===== src/rtl/ps2_host_tx.sv =====
// ps2_host_tx -- host-to-device PS/2 transmitter.
// Sends one command byte to a PS/2 device and checks the device ACK.
// Both bus lines are driven open-drain through low-enables; the pad wrapper
// is expected to tie pad = oe ? 1'b0 : 1'bz.
//
// Ports
//   clock       in   system clock
//   resetn      in   asynchronous active-low reset
//   tx_data     in   byte to send
//   tx_valid    in   request, accepted when tx_valid && tx_ready
//   tx_ready    out  high only while idle
//   busy        out  high whenever not idle
//   done        out  1-cycle pulse: device ACKed and bus returned idle
//   error       out  1-cycle pulse: timeout or NACK, transfer abandoned
//   ps2_clk_in  in   raw PS2_CLK pad level (asynchronous)
//   ps2_dat_in  in   raw PS2_DAT pad level (asynchronous)
//   ps2_clk_oe  out  1 = pull PS2_CLK low
//   ps2_dat_oe  out  1 = pull PS2_DAT low
module ps2_host_tx #(
  parameter int INHIBIT_CYCLES = 6000,
  parameter int TIMEOUT_CYCLES = 750000,
  parameter int CNT_W          = 20
) (
  input  logic       clock,
  input  logic       resetn,
  input  logic [7:0] tx_data,
  input  logic       tx_valid,
  output logic       tx_ready,
  output logic       busy,
  output logic       done,
  output logic       error,
  input  logic       ps2_clk_in,
  input  logic       ps2_dat_in,
  output logic       ps2_clk_oe,
  output logic       ps2_dat_oe
);

  typedef enum logic [2:0] {
    S_IDLE, S_INHIBIT, S_BITS, S_ACK, S_WAIT_IDLE
  } state_e;

  localparam logic [CNT_W-1:0] INH_LAST = CNT_W'(INHIBIT_CYCLES - 1);
  localparam logic [CNT_W-1:0] TMO_LAST = CNT_W'(TIMEOUT_CYCLES - 1);

  state_e            state_q, state_d;
  logic [CNT_W-1:0]  cnt_q, cnt_d;
  logic [3:0]        bit_idx_q, bit_idx_d;   // device falls seen in S_BITS
  logic [10:0]       sh_q, sh_d;             // {stop, parity, data, start}, bit 0 on the wire
  logic [1:0]        clk_sync_q, dat_sync_q;
  logic              clk_prev_q;

  logic clk_s, dat_s, fall, tmo_hit, bus_idle, dev_state;

  assign clk_s     = clk_sync_q[1];
  assign dat_s     = dat_sync_q[1];
  assign fall      = clk_prev_q & ~clk_s;
  assign tmo_hit   = (cnt_q == TMO_LAST);
  assign bus_idle  = clk_s & dat_s;
  assign dev_state = (state_q == S_BITS) || (state_q == S_ACK) || (state_q == S_WAIT_IDLE);

  // Synchronisers reset to 1 (idle bus level) so reset release never fakes a fall.
  always_ff @(posedge clock or negedge resetn) begin
    if (!resetn) begin
      clk_sync_q <= 2'b11;
      dat_sync_q <= 2'b11;
      clk_prev_q <= 1'b1;
    end else begin
      clk_sync_q <= {clk_sync_q[0], ps2_clk_in};
      dat_sync_q <= {dat_sync_q[0], ps2_dat_in};
      clk_prev_q <= clk_s;
    end
  end

  // State register
  always_ff @(posedge clock or negedge resetn) begin
    if (!resetn) begin
      state_q   <= S_IDLE;
      cnt_q     <= '0;
      bit_idx_q <= '0;
      sh_q      <= '1;
    end else begin
      state_q   <= state_d;
      cnt_q     <= cnt_d;
      bit_idx_q <= bit_idx_d;
      sh_q      <= sh_d;
    end
  end

  // Next state
  always_comb begin
    state_d   = state_q;
    cnt_d     = cnt_q;
    bit_idx_d = bit_idx_q;
    sh_d      = sh_q;
    case (state_q)
      S_IDLE: begin
        if (tx_valid) begin
          sh_d    = {1'b1, ~^tx_data, tx_data, 1'b0};
          cnt_d   = '0;
          state_d = S_INHIBIT;
        end
      end
      S_INHIBIT: begin
        if (cnt_q == INH_LAST) begin
          cnt_d     = '0;
          bit_idx_d = '0;
          state_d   = S_BITS;
        end else begin
          cnt_d = cnt_q + 1'b1;
        end
      end
      S_BITS: begin
        if (fall) begin
          cnt_d     = '0;
          sh_d      = {1'b1, sh_q[10:1]};
          bit_idx_d = bit_idx_q + 1'b1;
          // tenth fall puts the stop bit (released line) on the wire
          if (bit_idx_q == 4'd9) state_d = S_ACK;
        end else if (tmo_hit) begin
          state_d = S_IDLE;
        end else begin
          cnt_d = cnt_q + 1'b1;
        end
      end
      S_ACK: begin
        if (fall) begin
          cnt_d   = '0;
          state_d = dat_s ? S_IDLE : S_WAIT_IDLE;
        end else if (tmo_hit) begin
          state_d = S_IDLE;
        end else begin
          cnt_d = cnt_q + 1'b1;
        end
      end
      S_WAIT_IDLE: begin
        // bus idle wins over a coincident timeout so done/error never overlap
        if (bus_idle) begin
          state_d = S_IDLE;
        end else if (fall) begin
          cnt_d = '0;
        end else if (tmo_hit) begin
          state_d = S_IDLE;
        end else begin
          cnt_d = cnt_q + 1'b1;
        end
      end
      default: state_d = S_IDLE;
    endcase
  end

  // Outputs
  always_comb begin
    tx_ready   = (state_q == S_IDLE);
    busy       = (state_q != S_IDLE);
    ps2_clk_oe = (state_q == S_INHIBIT);
    ps2_dat_oe = (state_q == S_BITS) && !sh_q[0];
    done       = (state_q == S_WAIT_IDLE) && bus_idle;
    error      = ((state_q == S_ACK) && fall && dat_s) ||
                 (dev_state && !fall && tmo_hit &&
                  !((state_q == S_WAIT_IDLE) && bus_idle));
  end

endmodule


===== config.mk =====
export PLATFORM = sky130hd
export DESIGN_NAME = ps2_host_tx
export DESIGN_NICKNAME = d
export VERILOG_FILES = /design/src/rtl/ps2_host_tx.sv
export SDC_FILE = /design/constraint.sdc
export NUM_CORES = 1
export LEC_CHECK = 0
export CORE_MARGIN = 5
export CORE_UTILIZATION = 58
export DETAILED_ROUTE_END_ITERATION = 8
export MAX_ROUTING_LAYER = met4
export PLACE_DENSITY_LB_ADDON = 0.2
export SLEW_MARGIN = 20
export SYNTH_ARGS = -nofsm -noshare
export SYNTH_HDL_FRONTEND = slang
export SYNTH_SLANG_ARGS = --single-unit

===== constraint.sdc =====
create_clock -name clock -period 2.3 [get_ports clock]
set_input_delay 0.345 -clock clock [delete_from_list [all_inputs] [get_ports clock]]
set_output_delay 0.345 -clock clock [all_outputs]
set_load 0.02 [all_outputs]

==> reports/qor.yml, run 1 <==
final_nets: 315
power.static_leakage_nw: 1.18
setup_violations: 0
cts_setup_buffers: 0
clockRootBuffer: "clkbuf_8"
status: "finished, final reports clean"
antenna_found_initial: 0
io_buffer_count: 18
start_kind: "flop"
drt-pass1-iter-count: 4
holdCritPathClass: "reg -> reg"
synth-main-ff-cell: "dfrtp_1"
m1WireLength_microns: 2440
drt-initial-drc-count: 114
cp.required_ps: 1960
drc: 0
clock-sinks: 42
syn_nets: 272
drt-total-wl_microns: 5520
clkPwrFrac_pct: 19.3
pre_cts_ws_ps: -47.0
seq_power_share_pct: 40.2
die_y_microns: 74.6
initial_core_util_pct: 60.0
finalWorstSetupSlack_ps: 114
cp_slowest_cell: "clkdlybuf4s50_1"
fin_util_pct: 73.0
syn_to_final_growth_pct: 21.6
dpl_cell_area_sq_um: 2810
critPathBufInv: 2
max_freq_mhz: 457
cts_buffer_depth: 2
worstHoldEndpoint: "dat_sync_q[1]"
min_from: "dat_sync_q[0]"
grt_pass1_wl_microns: 9830
yosysMostFrequentCell: "dfrtp_1"
synth_area_leaders: "dfrtp_1, dfstp_2, o21ai_0"
ff_latch_area_sq_um: 1070
grt-ovfl-total: 0
place_congestion: 0.919
finalCriticalPeriod_ps: 2190
wl_met3_microns: 255
r2r-start: "cnt_q[7]"
post_drt_wl_per_cell_microns: 15.8
fin_area_sq_um: 2940
slew_headroom_pct: 57.1
drv_cap: 0
grt_max_degree: 30
fillCellCount: 300
min_delay_path_depth: 0
cts_inserted_buffers: 5
syn_area_sq_um: 2420
htree_levels: 2
multiInputGateArea_sq_um: 1300
grt_pass1_vias: 2145
die_w_microns: 74.6
wl_met2_microns: 2720
grt.total_usage_pct: 23.7
power_density_nw_per_um2: 874
vias_per_cell: 6.03
ios: 19
vias: 2111
clk_latency_ps: 300
internal_power_mw: 1.61
worstSetupPathType: "reg -> out"
diodes: 0
ys_seq_area_share_pct: 44.2
crit_chain: "buf_4, nor3b_4, clkdlybuf4s50_1"
p_comb_share_pct: 40.5
top_layer: "met4"
switchingPower_mw: 0.963
ys.warnings.count: 0
async_flop_share_pct: 100
skew_ps: 9.74
tns_ps: 0
synth_top_area_share_pct: 27.9
row_count: 23
drive_gt1_share_pct: 22.3
critPathMaxStageDelay_ps: 660
die_area_sq_um: 5560
synth_cells: 256
synth.ff_latch_count: 42
cp_max_fo: 12
core_area_sq_um: 4030
yosysTopAreaCell: "dfrtp_1"
synth_area_per_cell_sq_um: 9.45
final_hold_viol_count: 0
arrival_ps: 1840
peakVddDrop_uv: 512
synthDistinctLibCells: 54
switching_share_pct: 37.5
tritoncts: "yes"
synthTopCellsByCount: "dfrtp_1, nor2_1, nand2_1, o21ai_0, nand3_1"
drv_slew: 0
rsz0062_at_grt: "no"
path_clk_slew_ps: 80
dp.cells: 341
tightest_slew_ps: 644
cpLargestDelayFamily: "buffers and inverters"
period_share_pct: 95.1
ant_nets: 0
rrSetupSlack_ps: 130
ff2ff_path_depth: 5
end_kind: "output pin"
layout.cells.non_filler: 350
rr_endpoint: "cnt_q[19]"
synth_edf_count: 0
dpl.hpwl_microns: 4080
==> power groups by stage <==
| stage | Clock [mW] | Sequential (mW) | Combinational [mW] |
|---|---|---|---|
| after floorplan | 0 | 1.04 | 0.661 |
| after global placement | 0 | 1.04 | 0.975 |
| after detailed placement | 0 | 1.04 | 1.01 |
| after CTS | 0.506 | 1.03 | 1.01 |
| after global routing | 0.542 | 1.06 | 1.15 |
| final | 0.497 | 1.03 | 1.04 |
==> what timing repair did <==
action,in CTS,in global routing
hold endpoints to repair,13,0
pin swaps,0,1
resized for setup,8,4
setup endpoints to repair,5,4
hold buffers,1,0
==> worst max path at each step <==
stage / startpoint / to / cells after the start
6_report: state_q[2] / ps2_clk_oe / 3
5_1_grt: cnt_q[7] / cnt_q[19] / 5
4_1_cts: cnt_q[1] / error / 6
3_5_place_dp: cnt_q[1] / error / 6
3_3_place_gp: cnt_q[0] / error / 6
2_1_floorplan: state_q[2] / sh_q[0] / 6
==> cells in the final DEF, fill, tap and decap left out, types with 4 or more instances in the layout <==
cell             netlist  routed
and3_1                 5       5
nand4_1                6       6
mux2i_1                9       9
xnor2_1                9       9
o21ai_0               19      19
o31ai_1                5       5
xor2_1                 8       8
clkbuf_8               0       6
nand3_1               16      16
inv_1                 11      11
a21oi_1                8       6
buf_4                  2      26
clkdlybuf4s50_1        0      14
nor4_1                 5       4
o22ai_1                4       4
nor2_1                20      20
nor3_1                 8       7
nand2_1               19      19
or4_1                  6       6
dfstp_2               15      15
dfrtp_1               27      27
==> worst reg2reg max path: cells and delay by family, from the launching register on <==
| family | cells | cell delay, ps |
|---|---|---|
| AOI/OAI and AO/OA | 2 | 500 |
| DFF | 1 | 460 |
| and+or+nand+nor | 3 | 1080 |
==> logic make-up (layout without fill, tap and decap cells) <==
group,after synthesis,count (layout),share of synthesized area [%]
multiplexers,9,9,3.72
flip-flops,42,42,44.2
adder cells (fa/ha/maj),3,3,1.55
AND/OR/NAND/NOR,110,110,25.6
XOR/XNOR,17,17,6.16
buffers and inverters,20,64,3.57
AO/OA/AOI/OAI,55,55,15.2
==> state kept, by name, summed over array words and instances (netlist names) <==
name,flops
dat_sync_q,2
sh_q,10
state_q,3
bit_idx_q,4
clk_prev_q,1
cnt_q,20
clk_sync_q,2
==> layer usage <==
layer	up-vias	global-route usage [%]
met5	-	-
met4	0	8.50
met3	13	4.19
met2	60	38.5
met1	1014	29.6
li1	1024	-
==> through the flow <==
stage | power, mW | hold slack (ps)
finish | 2.57 | 359
global route | 2.75 | 363
CTS | 2.55 | 359
detailed placement | 2.05 | 268
global placement | 2.01 | 263
floorplan | 1.70 | 49.4
==> cell type report <==
| type | instances | share of cell area [%] |
|---|---|---|
| multi-input combinational | 194 | 44.2 |
| sequential | 42 | 36.4 |
| timing repair buffer | 45 | 12.7 |
| clock buffer | 6 | 2.81 |
| tap | 50 | 2.13 |
| inverter | 11 | 1.40 |
| clock inverter | 2 | 0.426 |
Note: power is estimated with default switching activity, not from simulation.
==> inputs of run 2 (changes only) <==
- CELL_PAD_IN_SITES_DETAIL_PLACEMENT: unset -> 2
- CELL_PAD_IN_SITES_GLOBAL_PLACEMENT: unset -> 2
- CORE_UTILIZATION: 58 -> 37
==> run 2 against run 1 <==
Effect of this change:
- wire length up 53%
- sequential power about the same
- register-to-register slack worse by 60 ps
- critical path depth up 2
- largest cell class unchanged
==> reports/qor.yml, run 2 (synthesis results as in run 1) <==
clk_latency_ps: 320  # was 300 ps
skew_ps: 16.9  # was 9.74 ps
finalCriticalPeriod_ps: 2240  # was 2190 ps
grt-ovfl-total: 0  # unchanged
startpoint: "state_q[2]"  # unchanged
max_flop_register: "cnt_q"  # unchanged
ant_nets: 0  # unchanged
worstSetupPathType: "reg -> out"  # unchanged
dp.cells: 375  # was 341
drt-pass1-iter-count: 4  # unchanged
clock-sinks: 42  # unchanged
grt.total_usage_pct: 21.7  # was 23.7%
arrival_ps: 1900  # was 1840 ps
drv_cap: 0  # unchanged
drc: 0  # unchanged
grt_pass1_vias: 2551  # was 2145
diodes: 0  # unchanged
rrSetupSlack_ps: 70  # was 130 ps
status: "finished, final reports clean"  # unchanged
reg_top3: "cnt_q x20, sh_q x10, bit_idx_q x4"  # unchanged
final_nets: 322  # was 315
row_count: 29  # was 23
layout.cells.non_filler: 384  # was 350
period_share_pct: 97.5  # was 95.1%
fin_util_pct: 48.7  # was 73.0%
htree_levels: 2  # unchanged
rsz0062_at_grt: "yes"  # was no
cts_inserted_buffers: 5  # unchanged
dpl_cell_area_sq_um: 2920  # was 2810 sq um
tightest_slew_ps: 620  # was 644 ps
internal_power_mw: 1.71  # was 1.61 mW
start_kind: "flop"  # unchanged
tritoncts: "yes"  # unchanged
ff2ff_path_depth: 7  # was 5
final_common_cell: "buf_4"  # was dfrtp_1
drv_slew: 0  # unchanged
min_delay_path_depth: 0  # unchanged
vias_per_cell: 5.83  # was 6.03
initial_core_util_pct: 38.1  # was 60.0%
drt-initial-drc-count: 66  # was 114
final_hold_viol_count: 0  # unchanged
clkPwrFrac_pct: 20.2  # was 19.3%
ios: 19  # unchanged
post_drt_wl_per_cell_microns: 22.0  # was 15.8 microns
cp.required_ps: 1960  # about the same
antenna_found_initial: 0  # unchanged
dpl.hpwl_microns: 6170  # was 4080 microns
finalWorstSetupSlack_ps: 58.3  # was 114 ps
p_comb_share_pct: 42.4  # was 40.5%
slew_headroom_pct: 58.4  # was 57.1%
die_w_microns: 90.9  # was 74.6 microns
finalPower_mw: 2.79  # was 2.57 mW
die_y_microns: 90.9  # was 74.6 microns
place_congestion: 0.865  # was 0.919
power.static_leakage_nw: 1.25  # was 1.18 nW
crit_end: "error"  # was ps2_clk_oe
grt_max_degree: 23  # was 30
drive_gt1_share_pct: 25.1  # was 22.3%
seq_power_share_pct: 37.4  # was 40.2%
pre_cts_ws_ps: -64.7  # was -47.0 ps
syn_to_final_growth_pct: 27.8  # was 21.6%
core_area_sq_um: 6350  # was 4030 sq um
holdCritPathClass: "reg -> reg"  # unchanged
cp_max_fo: 2  # was 12
most-common-layout-cells: "buf_4, dfrtp_1, nor2_1"  # was dfrtp_1, buf_4, nor2_1
path_clk_slew_ps: 100  # was 80 ps
die_area_sq_um: 8250  # was 5560 sq um
vias: 2238  # was 2111
max_freq_mhz: 446  # was 457 MHz
peakVddDrop_uv: 535  # was 512 uV
r2r-start: "cnt_q[0]"  # was cnt_q[7]
drt-total-wl_microns: 8440  # was 5520 microns
end_kind: "output pin"  # unchanged
power_density_nw_per_um2: 902  # was 874 nW/um^2
fin_area_sq_um: 3090  # was 2940 sq um
cts_buffer_depth: 2  # unchanged
largest_register_ffs: 20  # unchanged
setup_violations: 0  # unchanged
switchingPower_mw: 1.08  # was 0.963 mW
clockRootBuffer: "clkbuf_8"  # unchanged
grt_pass1_wl_microns: 13700  # was 9830 microns
rr_endpoint: "cnt_q[19]"  # unchanged
switching_share_pct: 38.8  # was 37.5%
io_buffer_count: 18  # unchanged
run 2: cell types whose count changed in the layout (fill, tap and decap cells not counted), moves of 2 or more:
cell    previous run  this run
buf_12             0         2
buf_4             26        31
nor4_1             4         2
nor4_2             2         4
run 2: worst min-delay path by stage:
stage | startpoint | slack [ps] | to
6_report | dat_sync_q[0] | 360 | dat_sync_q[1]
5_1_grt | dat_sync_q[0] | 360 | dat_sync_q[1]
4_1_cts | dat_sync_q[0] | 360 | dat_sync_q[1]
3_5_place_dp | resetn | 340 | cnt_q[8]
3_3_place_gp | resetn | 330 | cnt_q[8]
2_1_floorplan | resetn | 50 | bit_idx_q[0]
run 2: timing repair:
action | CTS | global route
gates resized for setup | 9 | 8
pin swaps | 1 | 0
hold buffers | 1 | 0
hold endpoints to repair | 4 | 0
endpoints found under the setup margin | 6 | 9
buffers inserted | 0 | 0
run 2: power by group through the flow:
stage / sequential (mW) / clock, mW / combinational [mW]
after global placement: 1.04 / 0 / 1.07
after detailed placement: 1.06 / 0 / 1.15
final: 1.04 / 0.563 / 1.18
after CTS: 1.04 / 0.577 / 1.17
after floorplan: 1.04 / 0 / 0.661
after global routing: 1.06 / 0.607 / 1.29
run 2: worst max-delay path, cell delays in order (launching register included):
cell             delay, ps
dfrtp_1                400
or3b_4                 420
a21oi_2                210
nand3_1                110
o21ai_0                160
clkdlybuf4s15_2        280
run 2: through the flow:
stage                     setup TNS (ps)  hold WS [ps]
final                                  0           361
after global routing               -45.2           363
after CTS                              0           362
after detailed placement           -64.7           341
after global placement                 0           327
after floorplan                        0          49.4
run 2: final cells by class:
cell class	instances	area [sq um]
tap	77	96.3
clock inverter	1	6.26
timing repair buffer	52	459
fill	694	3260
multi-input combinational	194	1320
clock buffer	7	97.6
sequential	42	1070
inverter	11	41.3
run 2: per-layer routing:
metal  GRT usage (%)  routed length [microns]
met1            26.5                     3700
met2            36.7                     4360
met3            3.83                      284
met4            5.99                       99
met5               -                        0
